==> config.mk <==
export PLATFORM = sky130hd
export DESIGN_NAME = rptr_empty_lvl
export DESIGN_NICKNAME = d
export VERILOG_FILES = /design/src/rtl/rptr_empty_lvl_pkg.sv /design/src/rtl/sync_ff_n.sv /design/src/rtl/rptr_empty_lvl.sv
export SDC_FILE = /design/constraint.sdc
export NUM_CORES = 1
export LEC_CHECK = 0
export CAP_MARGIN = 20
export CORE_AREA = 2 2 46 80
export CTS_CLUSTER_DIAMETER = 50
export CTS_CLUSTER_SIZE = 24
export DETAILED_ROUTE_END_ITERATION = 7
export DIE_AREA = 0 0 48 82
export PLACE_DENSITY = 0.6
export SETUP_SLACK_MARGIN = 0.05
export SYNTH_ARGS = -nofsm -noshare
export SYNTH_HDL_FRONTEND = slang
export SYNTH_SLANG_ARGS = --single-unit
==> constraint.sdc <==
create_clock -name rclk -period 4.5 [get_ports rclk]
set_input_delay 1.125 -clock rclk [delete_from_list [all_inputs] [get_ports rclk]]
set_output_delay 1.125 -clock rclk [all_outputs]
set_load 0.01 [all_outputs]
==> src/rtl/rptr_empty_lvl_pkg.sv <==
// Shared helpers for the gray-pointer FIFO controllers: pointer code conversion.
// Functions take zero-extended pointers, so one definition serves any pointer width.
package rptr_empty_lvl_pkg;

    localparam int MAX_PTR_W      = 16;
    localparam int DEF_ADDR_WIDTH = 3;
    localparam int PTR_W          = DEF_ADDR_WIDTH + 1;

    function automatic logic [MAX_PTR_W-1:0] bin2gray(input logic [MAX_PTR_W-1:0] bin);
        return (bin >> 1'b1) ^ bin;
    endfunction

    // Leading zeros of a zero-extended gray code decode to zeros, so no width argument is needed.
    function automatic logic [MAX_PTR_W-1:0] gray2bin(input logic [MAX_PTR_W-1:0] gray);
        logic [MAX_PTR_W-1:0] bin;
        bin[MAX_PTR_W-1] = gray[MAX_PTR_W-1];
        for (int i = MAX_PTR_W - 2; i >= 0; i--) begin
            bin[i] = bin[i+1] ^ gray[i];
        end
        return bin;
    endfunction

endpackage

==> src/rtl/sync_ff_n.sv <==
// Reset-to-zero multi-flop synchronizer chain for gray pointers crossing clock domains.
module sync_ff_n #(
    parameter int WIDTH  = 4,
    parameter int STAGES = 2
) (
    input  logic             clk,
    input  logic             rst_n,
    input  logic [WIDTH-1:0] d,
    output logic [WIDTH-1:0] q
);

    logic [WIDTH-1:0] chain_r [STAGES];

    // Shift the incoming pointer through the synchronizer stages.
    always_ff @(posedge clk or negedge rst_n) begin
        if (!rst_n) begin
            for (int i = 0; i < STAGES; i++) begin
                chain_r[i] <= '0;
            end
        end else begin
            chain_r[0] <= d;
            for (int i = 1; i < STAGES; i++) begin
                chain_r[i] <= chain_r[i-1];
            end
        end
    end

    assign q = chain_r[STAGES-1];

endmodule

==> src/rtl/rptr_empty_lvl.sv <==
// Read-side controller of the dual-clock gray-pointer FIFO: read pointer, empty,
// read-domain fill level, almost-empty and sticky underflow.
module rptr_empty_lvl
    import rptr_empty_lvl_pkg::*;
#(
    parameter int ADDR_WIDTH  = 3,
    parameter int SYNC_STAGES = 2,
    parameter int AE_THRESH   = 1
) (
    input  logic                  rclk,
    input  logic                  rst_n,
    input  logic                  rinc,
    input  logic                  uf_clr,
    input  logic [ADDR_WIDTH:0]   wptr_async,
    output logic                  ren,
    output logic [ADDR_WIDTH-1:0] raddr,
    output logic [ADDR_WIDTH:0]   rptr,
    output logic                  empty,
    output logic                  almost_empty,
    output logic [ADDR_WIDTH:0]   rlevel,
    output logic                  underflow
);

    localparam int                   P_W         = ADDR_WIDTH + 1;
    localparam logic [ADDR_WIDTH:0]  AE_THRESH_C = P_W'(AE_THRESH);

    logic [ADDR_WIDTH:0] wptr_sync_s;
    logic [ADDR_WIDTH:0] wbin_sync_s;
    logic [ADDR_WIDTH:0] rbin_r;
    logic [ADDR_WIDTH:0] rbin_next_s;
    logic [ADDR_WIDTH:0] rgray_next_s;
    logic [ADDR_WIDTH:0] lvl_next_s;

    sync_ff_n #(
        .WIDTH  (P_W),
        .STAGES (SYNC_STAGES)
    ) u_wptr_sync (
        .clk   (rclk),
        .rst_n (rst_n),
        .d     (wptr_async),
        .q     (wptr_sync_s)
    );

    assign ren = rinc & ~empty;

    // Next read pointer and level; the subtraction wraps modulo 2**P_W so the level survives pointer wrap.
    always_comb begin
        wbin_sync_s  = P_W'(gray2bin(MAX_PTR_W'(wptr_sync_s)));
        rbin_next_s  = rbin_r + P_W'(ren);
        rgray_next_s = P_W'(bin2gray(MAX_PTR_W'(rbin_next_s)));
        lvl_next_s   = wbin_sync_s - rbin_next_s;
    end

    // Register pointer, address and status flags.
    always_ff @(posedge rclk or negedge rst_n) begin
        if (!rst_n) begin
            rbin_r       <= '0;
            rptr         <= '0;
            raddr        <= '0;
            empty        <= 1'b1;
            almost_empty <= 1'b1;
            rlevel       <= '0;
            underflow    <= 1'b0;
        end else begin
            rbin_r       <= rbin_next_s;
            rptr         <= rgray_next_s;
            raddr        <= rbin_next_s[ADDR_WIDTH-1:0];
            empty        <= (rgray_next_s == wptr_sync_s);
            almost_empty <= (lvl_next_s <= AE_THRESH_C);
            rlevel       <= lvl_next_s;
            // A new underflow takes priority over a clear in the same cycle.
            if (rinc & empty) begin
                underflow <= 1'b1;
            end else if (uf_clr) begin
                underflow <= 1'b0;
            end else begin
                underflow <= underflow;
            end
        end
    end

endmodule

==> out/qor.csv, run 1 <==
metric,value,unit
area share of and/or/nand/nor cells after synthesis,0.103,
worst slew pin tran,0.939,ns
dominant cells by area after synthesis,"dfrtp_1 52%, ha_1 6.5%, dfstp_2 5.5%",
pwr/cell area,770,nW/um2
f_max,0.284,GHz
# rows,28,
Rel. slew slack,0.372,
maximum vdd drop,0.226,mV
CP arrival,3.68,ns
synth unique cells,29,
max-slew violations,0,
WL/cell,10.3,um
largest net degree at the start of global routing,23,
gr ovfl total,0,
vias in the first global route,583,
cts hold-fix bufs,0,
sequential area share after synthesis,0.578,
Leak Pwr,0.558,nW
gpl congestion,0.670,
hold slack,0.350,ns
Final Power,0.000987,W
"most common cell after layout, fill and taps aside",clkdlybuf4s50_1,
"FF+latch count, synth",22,
Residual DRC,0,
"area leader, netlist",dfrtp_1,
YS warnings,0,
initial antenna violation count,0,
Synth Area in Compound Gates,0.0523,
Die Width,48,um
mapped cell area,957,um2
clk_skew,0.00158,ns
CTS root buf,clkbuf_8,
Post-Synthesis Cells,68,
Die Y,82,um
"Req. time, crit path",4.65,ns
"Async S/R FF share, synth",1.00,
Critical Path End Type,register,
Core Box Area,3330,um2
"Reg clk slew, reported paths",0.07,ns
XOR/XNOR Fraction of Synth Area,0.174,
global-route wire length before repair,2340,um
sum of negative setup slack,0,ns
GRT Util Overall,0.0881,
Clock Latency Late Sink,0.26,ns
Startpoint Class,primary input,
CTS Buffer Depth,2,
average cell area after synthesis,14.1,um2
Final Critical Period,3.53,ns
most frequent cells in the layout,"22 x clkdlybuf4s50_1, 20 x dfrtp_1",
"EDFF count, synth",0,
Worst Setup Path Type,primary input to register,
area grow syn2layout,33.9,%
detailed-route via count,574,
Initial DRC Count,1,
final setup fails,0,
post-DR vias/cell,4.16,
TritonCTS clock tree,done,
share of cells above drive strength 1,0.140,
Die ar.,3940,um2
DRT Wirelength,1430,um
crit-path max FO,5,
HPWL Detailed,1150,um
number of buffers created by CTS,3,
largest family of logic cells by synthesized area,XOR/XNOR gates,
Tcrit/Tclk final,0.784,
RSZ-0062 raised after global routing,no,
post-synth top area share,0.523,
mux contribution to synthesized area,0,
Hold Crit Depth,0,
final setup margin,0.974,ns
post-layout net count,107,
clk sinks,22,
Reg2Reg Depth,9,
CTS H-tree depth,1,
Most used DFF post-synth,dfrtp_1,
Post-CTS Setup Inserts,0,
num ports,23,
Post-Syn Nets,81,
total iterations of the first detailed-routing run,4,
Post-CTS Resized,0,
post-route ant nets,0,
HP Class,register to register,
Fillers,329,
outcome,finished clean,
dpl ws,0.666,ns
ant diodes,0,
Post-Synth Adder-Cell Area,0.0654,
maxcap violations,0,
starting density of the core,0.288,
final hold violation count,0,
I/O Buffers,22,
==> Yosys cell counts (2+ instances only) <==
| library cell | number |
|---|---|
| nor2b_1 | 2 |
| xor2_1 | 5 |
| and3_1 | 2 |
| inv_1 | 5 |
| xnor2_1 | 5 |
| dfrtp_1 | 20 |
| ha_1 | 5 |
| dfstp_2 | 2 |
| nand2_1 | 2 |
==> registers in the layout, indices dropped and copies added (netlist names) <==
name / cells
raddr: 2
underflow: 1
rbin_r: 2
empty: 1
u_wptr_sync.q: 4
rlevel: 4
u_wptr_sync.chain_r: 4
almost_empty: 1
rptr: 3
==> logic make-up (layout without fill, tap and decap cells) <==
kind of cell             Yosys count  count (layout)
flip-flops                        22              22
AND/OR/NAND/NOR                   15              15
XOR/XNOR                          14              14
AO/OA/AOI/OAI                      6               6
buffers and inverters              6              31
adder cells (fa/ha/maj)            5               5
==> cell type report <==
cell class                      instances  area [um2]  area share
Multi-Input combinational cell         40         378       0.295
Clock buffer                            4        55.1      0.0430
Sequential cell                        22         553       0.432
Inverter                                5        18.8      0.0146
Timing Repair Buffer                   22         220       0.172
Tap cell                               45        56.3      0.0439
==> stage by stage <==
| step | util | instances | cell area [um2] |
|---|---|---|---|
| 6_report | 0.385 | 138 | 1280 |
| 5_1_grt | 0.385 | 138 | 1280 |
| 4_1_cts | 0.385 | 138 | 1280 |
| 3_5_place_dp | 0.368 | 134 | 1230 |
| 3_3_place_gp | 0.368 | 134 | 1230 |
| 2_1_floorplan | - | 68 | 957 |
==> metal layers <==
| layer | part of all wire | vias to the layer above | track usage |
|---|---|---|---|
| met5 | 0 | - | 0 |
| met4 | 0.036 | 0 | 0.0730 |
| met3 | 0.041 | 5 | 0.0198 |
| met2 | 0.54 | 21 | 0.152 |
| met1 | 0.38 | 271 | 0.0800 |
| li1 | - | 277 | - |
==> worst paths after layout <==
path                                         from               end  slack (ns)
min reg2reg                u_wptr_sync.chain_r[7]  u_wptr_sync.q[3]        0.35
max reg2reg                                 empty         rlevel[3]        1.83
max                                          rinc         rlevel[3]        0.97
max in group asynchronous                   rst_n         rlevel[2]        2.55
min                        u_wptr_sync.chain_r[7]  u_wptr_sync.q[3]        0.35
min in group asynchronous                   rst_n          raddr[0]        1.39
==> worst max-delay path: stages <==
cell and delay, ns:
clkdlybuf4s50_1 0.47, nor2b_1 0.20, ha_1 0.22, ha_1 0.23, xnor2_2 0.18, ha_1 0.35, nor3b_1 0.18, a311oi_1 0.32
a31oi_1 0.16, or2_1 0.24
==> power by group <==
part	switching (W)	leakage, nW	internal (W)
Combinational	0.000248	0.272	0.000290
Clock	0.0000608	0.0288	0.0000780
Sequential	0.0000339	0.257	0.000275
(Power assumes the default switching activity.)
==> inputs of run 2 (changes only) <==
clock period = 3.4 ns   (was 4.5 ns; I/O delays follow)
==> run 2 against run 1 <==
Critical path depth stayed put; die area stayed put; sequential share of layout area is 1.2 points lower; sequential cell count stayed put; clock power is 13% higher; utilization is 1.1 points higher; worst setup slack worse by 0.65 ns; worst hold slack hardly changed; combinational power is 43% higher; routed wire length is 11% higher; first-iteration DRC count grew to 10 times the previous value; clock skew hardly changed.
==> out/qor.csv, run 2 (synthesis gave the netlist of run 1 again) <==
metric,value,unit
outcome,finished clean,
f_max,0.326,GHz
num ports,23,
largest net degree at the start of global routing,23,
area grow syn2layout,37.6,%
cts hold-fix bufs,0,
Post-CTS Resized,0,
total iterations of the first detailed-routing run,4,
Final Critical Period,3.07,ns
max-slew violations,0,
starting density of the core,0.288,
maxcap violations,0,
detailed-route via count,611,
maximum vdd drop,0.367,mV
Worst Setup Path Type,primary input to register,
CP arrival,3.24,ns
Die Width,48,um
I/O Buffers,22,
number of buffers created by CTS,3,
share of cells above drive strength 1,0.167,
Util after Layout,0.396,
HPWL Detailed,1250,um
Core Box Area,3330,um2
Critical Path End Type,register,
vias in the first global route,601,
final hold violation count,0,
final setup fails,0,
Clock Latency Late Sink,0.26,ns
Final Power,0.00134,W
HP Class,register to register,
sum of negative setup slack,0,ns
"Req. time, crit path",3.57,ns
"most common cell after layout, fill and taps aside",clkdlybuf4s50_1,
most frequent cells in the layout,"22 x clkdlybuf4s50_1, 20 x dfrtp_1",
CTS root buf,clkbuf_8,
gr ovfl total,0,
post-DR vias/cell,4.33,
Rel. slew slack,0.808,
Residual DRC,0,
initial antenna violation count,0,
TritonCTS clock tree,done,
DRT Wirelength,1590,um
Initial DRC Count,10,
gpl congestion,0.709,
GRT Util Overall,0.0945,
global-route wire length before repair,2550,um
clk_skew,0.00141,ns
post-layout net count,111,
CTS Buffer Depth,2,
CTS H-tree depth,1,
Die ar.,3940,um2
Leak Pwr,0.577,nW
Die Y,82,um
worst slew pin tran,0.285,ns
crit-path max FO,3,
pwr/cell area,1020,nW/um2
WL/cell,11.3,um
"Reg clk slew, reported paths",0.07,ns
# rows,28,
RSZ-0062 raised after global routing,no,
post-route ant nets,0,
ant diodes,0,
clk sinks,22,
Fillers,321,
Startpoint Class,primary input,
Post-CTS Setup Inserts,0,
Tcrit/Tclk final,0.903,
run 2: changes by cell type in the layout (fill, tap and decap cells not counted), sizes merged:
cell    delta
buf        +4
clkbuf     -1
run 2: area by class of cell:
class                           instances  area (um2)  share of cell area
Tap cell                               45        56.3              0.0427
Clock buffer                            3        41.3              0.0313
Sequential cell                        22         553               0.420
Inverter                                5        18.8              0.0142
Multi-Input combinational cell         40         378               0.287
Timing Repair Buffer                   26         270               0.205
run 2: worst paths after layout:
| path | endpoint | slack (ns) | startpoint | depth (start not counted) |
|---|---|---|---|---|
| setup / recovery | almost_empty | 0.33 | rinc | 10 |
| hold / removal | u_wptr_sync.q[1] | 0.35 | u_wptr_sync.chain_r[5] | 0 |
| setup reg to reg | almost_empty | 0.89 | empty | 9 |
| hold reg to reg | u_wptr_sync.q[1] | 0.35 | u_wptr_sync.chain_r[5] | 0 |
| max in group asynchronous | almost_empty | 2.17 | rst_n | 2 |
| min in group asynchronous | rptr[2] | 0.80 | rst_n | 1 |
run 2: critical path, stage by stage:
cell and delay (ns):
clkdlybuf4s50_1 0.47, nor2b_1 0.17, ha_1 0.21, ha_1 0.24, xnor2_2 0.15, ha_1 0.28
nor2b_1 0.15, a311oi_1 0.30, a31oi_1 0.16, nor4_2 0.27
run 2: per-layer routing:
metal / global-route usage / vias up / share of wire
li1: - / 288 / -
met1: 0.0843 / 294 / 0.35
met2: 0.172 / 25 / 0.58
met3: 0.0198 / 4 / 0.040
met4: 0.0649 / 0 / 0.026
met5: 0 / - / 0
run 2: stage by stage:
stage               std cells  area, um2  setup slack, ns  hold WS [ns]
global route              141       1320           0.0985         0.364
global placement          137       1250           0.0776         0.332
finish                    141       1320            0.329         0.351
floorplan                  68        957            0.458         0.331
CTS                       140       1290            0.298         0.354
detailed placement        137       1250           0.0395         0.337
run 2: power by group:
group	total [W]	internal (W)	switching [W]
Combinational	0.000771	0.000422	0.000349
Sequential	0.000410	0.000365	0.0000457
Clock	0.000157	0.0000789	0.0000778
Total	0.00134	0.000866	0.000473
==> inputs of run 3 (changes only) <==
CELL_PAD_IN_SITES_DETAIL_PLACEMENT = 1   (was default)
CELL_PAD_IN_SITES_GLOBAL_PLACEMENT = 2   (was default)
PLACE_DENSITY = 0.79   (was 0.6)
clock period = 3.3 ns   (was 3.4 ns; I/O delays follow)
==> run 3 against run 2 <==
Die area did not move; sequential power is 4% higher; utilization up 0.56 points; global-route usage up 2.0 points; clock-buffer cell count unchanged; non-clock buffer count stayed put; critical path depth unchanged; register-to-register slack got worse by 0.08 ns; total power is 12% higher; critical endpoint is now rlevel[3]; largest cell class unchanged; largest power group unchanged; highest routed layer unchanged.
==> out/qor.csv, run 3 (synthesis gave the netlist of run 1 again) <==
metric,value,unit
maxcap violations,0,
CTS Buffer Depth,2,
reg-to-reg startpoint,empty,
Die Width,48,um
initial antenna violation count,0,
vias in the first global route,675,
reg2reg end,rlevel[3],
Core Box Area,3330,um2
DRT Wirelength,1810,um
Critical Path End Type,register,
final setup fails,0,
f_max,0.327,GHz
gpl congestion,0.681,
share of cells above drive strength 1,0.196,
global-route wire length before repair,3030,um
storage element area,553,um2
HPWL Detailed,1390,um
DP Cell Count,138,
Worst Setup EP,rlevel[3],
CTS H-tree depth,1,
pwr/cell area,1120,nW/um2
worst slew pin tran,0.318,ns
max-slew violations,0,
I/O Buffers,22,
largest net degree at the start of global routing,23,
post-route ant nets,0,
CP startpoint,rinc,
TritonCTS clock tree,done,
Non-Filler Instances,142,
post-layout net count,111,
Die Y,82,um
final hold violation count,0,
Rel. slew slack,0.787,
Reg2Reg Depth,9,
maximum vdd drop,0.314,mV
gr ovfl total,0,
Die ar.,3940,um2
area of the multi-input gates,387,um2
WL/cell,12.7,um
GRT Util Overall,0.115,
FF-to-FF setup slack,0.81,ns
"most common cell after layout, fill and taps aside",clkdlybuf4s50_1,
# rows,28,
Worst Setup Path Type,primary input to register,
most frequent cells in the layout,"22 x clkdlybuf4s50_1, 20 x dfrtp_1, 5 x xnor2_1, 5 x inv_1, 5 x xor2_1",
Startpoint Class,primary input,
crit-path max FO,3,
Clock Latency Late Sink,0.27,ns
sum of negative setup slack,0,ns
number of buffers created by CTS,3,
clk_skew,0.00661,ns
Tcrit/Tclk final,0.927,
CP arrival,3.21,ns
Post-CTS Resized,0,
post-DR vias/cell,4.38,
HP Class,register to register,
Fillers,353,
Leak Pwr,0.583,nW
num ports,23,
hold slack,0.353,ns
RSZ-0062 raised after global routing,no,
cts hold-fix bufs,0,
CTS root buf,clkbuf_8,
total iterations of the first detailed-routing run,2,
Post-CTS Setup Inserts,0,
area grow syn2layout,39.6,%
detailed-route via count,622,
starting density of the core,0.288,
"Req. time, crit path",3.46,ns
outcome,finished clean,
clk sinks,22,
Residual DRC,0,
ant diodes,0,
Final Critical Period,3.06,ns
"Reg clk slew, reported paths",0.08,ns
Initial DRC Count,12,
==> run 3: worst min-delay path by stage <==
stage / end / depth (start not counted) / slack (ns) / startpoint
after global placement: u_wptr_sync.q[3] / 0 / 0.33 / u_wptr_sync.chain_r[7]
after detailed placement: u_wptr_sync.q[0] / 0 / 0.34 / u_wptr_sync.chain_r[4]
after floorplan: u_wptr_sync.q[0] / 0 / 0.33 / u_wptr_sync.chain_r[4]
after CTS: u_wptr_sync.q[0] / 0 / 0.36 / u_wptr_sync.chain_r[4]
final: u_wptr_sync.q[1] / 0 / 0.35 / u_wptr_sync.chain_r[5]
after global routing: u_wptr_sync.q[1] / 0 / 0.38 / u_wptr_sync.chain_r[5]
==> run 3: critical path, cell delays in order <==
cell and delay [ns]:
clkdlybuf4s50_1 0.47, nor2b_1 0.18, ha_1 0.23, ha_2 0.23, xnor2_2 0.08, ha_1 0.32, nor2b_1 0.15, a311oi_2 0.31
a31oi_1 0.17, or2_1 0.25
==> run 3: layout make-up <==
cell class / instances / share of cell area
sequential: 22 / 0.414
clock buffer: 3 / 0.0309
timing repair buffer: 26 / 0.187
multi-input combinational: 40 / 0.289
inverter: 5 / 0.0140
clock inverter: 1 / 0.0225
tap: 45 / 0.0421
==> run 3: report_power, final <==
group          internal (W)  switching [W]  total [W]
registers          0.000375      0.0000498   0.000425
clock network      0.000162      0.0000914   0.000254
logic              0.000444       0.000371   0.000815
total              0.000982       0.000512    0.00149
==> run 3: stage by stage <==
| stage | total power [W] | setup slack, ns | cell area, um2 | util |
|---|---|---|---|---|
| floorplan | 0.000920 | 0.383 | 957 | - |
| global placement | 0.00121 | -0.0205 | 1260 | 0.377 |
| detailed placement | 0.00124 | -0.122 | 1260 | 0.377 |
| CTS | 0.00150 | 0.145 | 1330 | 0.399 |
| global route | 0.00162 | 0.0819 | 1340 | 0.402 |
| finish | 0.00149 | 0.242 | 1340 | 0.402 |
==> run 3: routing by layer <==
layer  global-route usage  vias up  share of wire
li1                     -      284              -
met1                0.105      313           0.35
met2                0.211       20           0.59
met3               0.0198        5          0.037
met4               0.0730        0          0.030
met5                    0        -              0
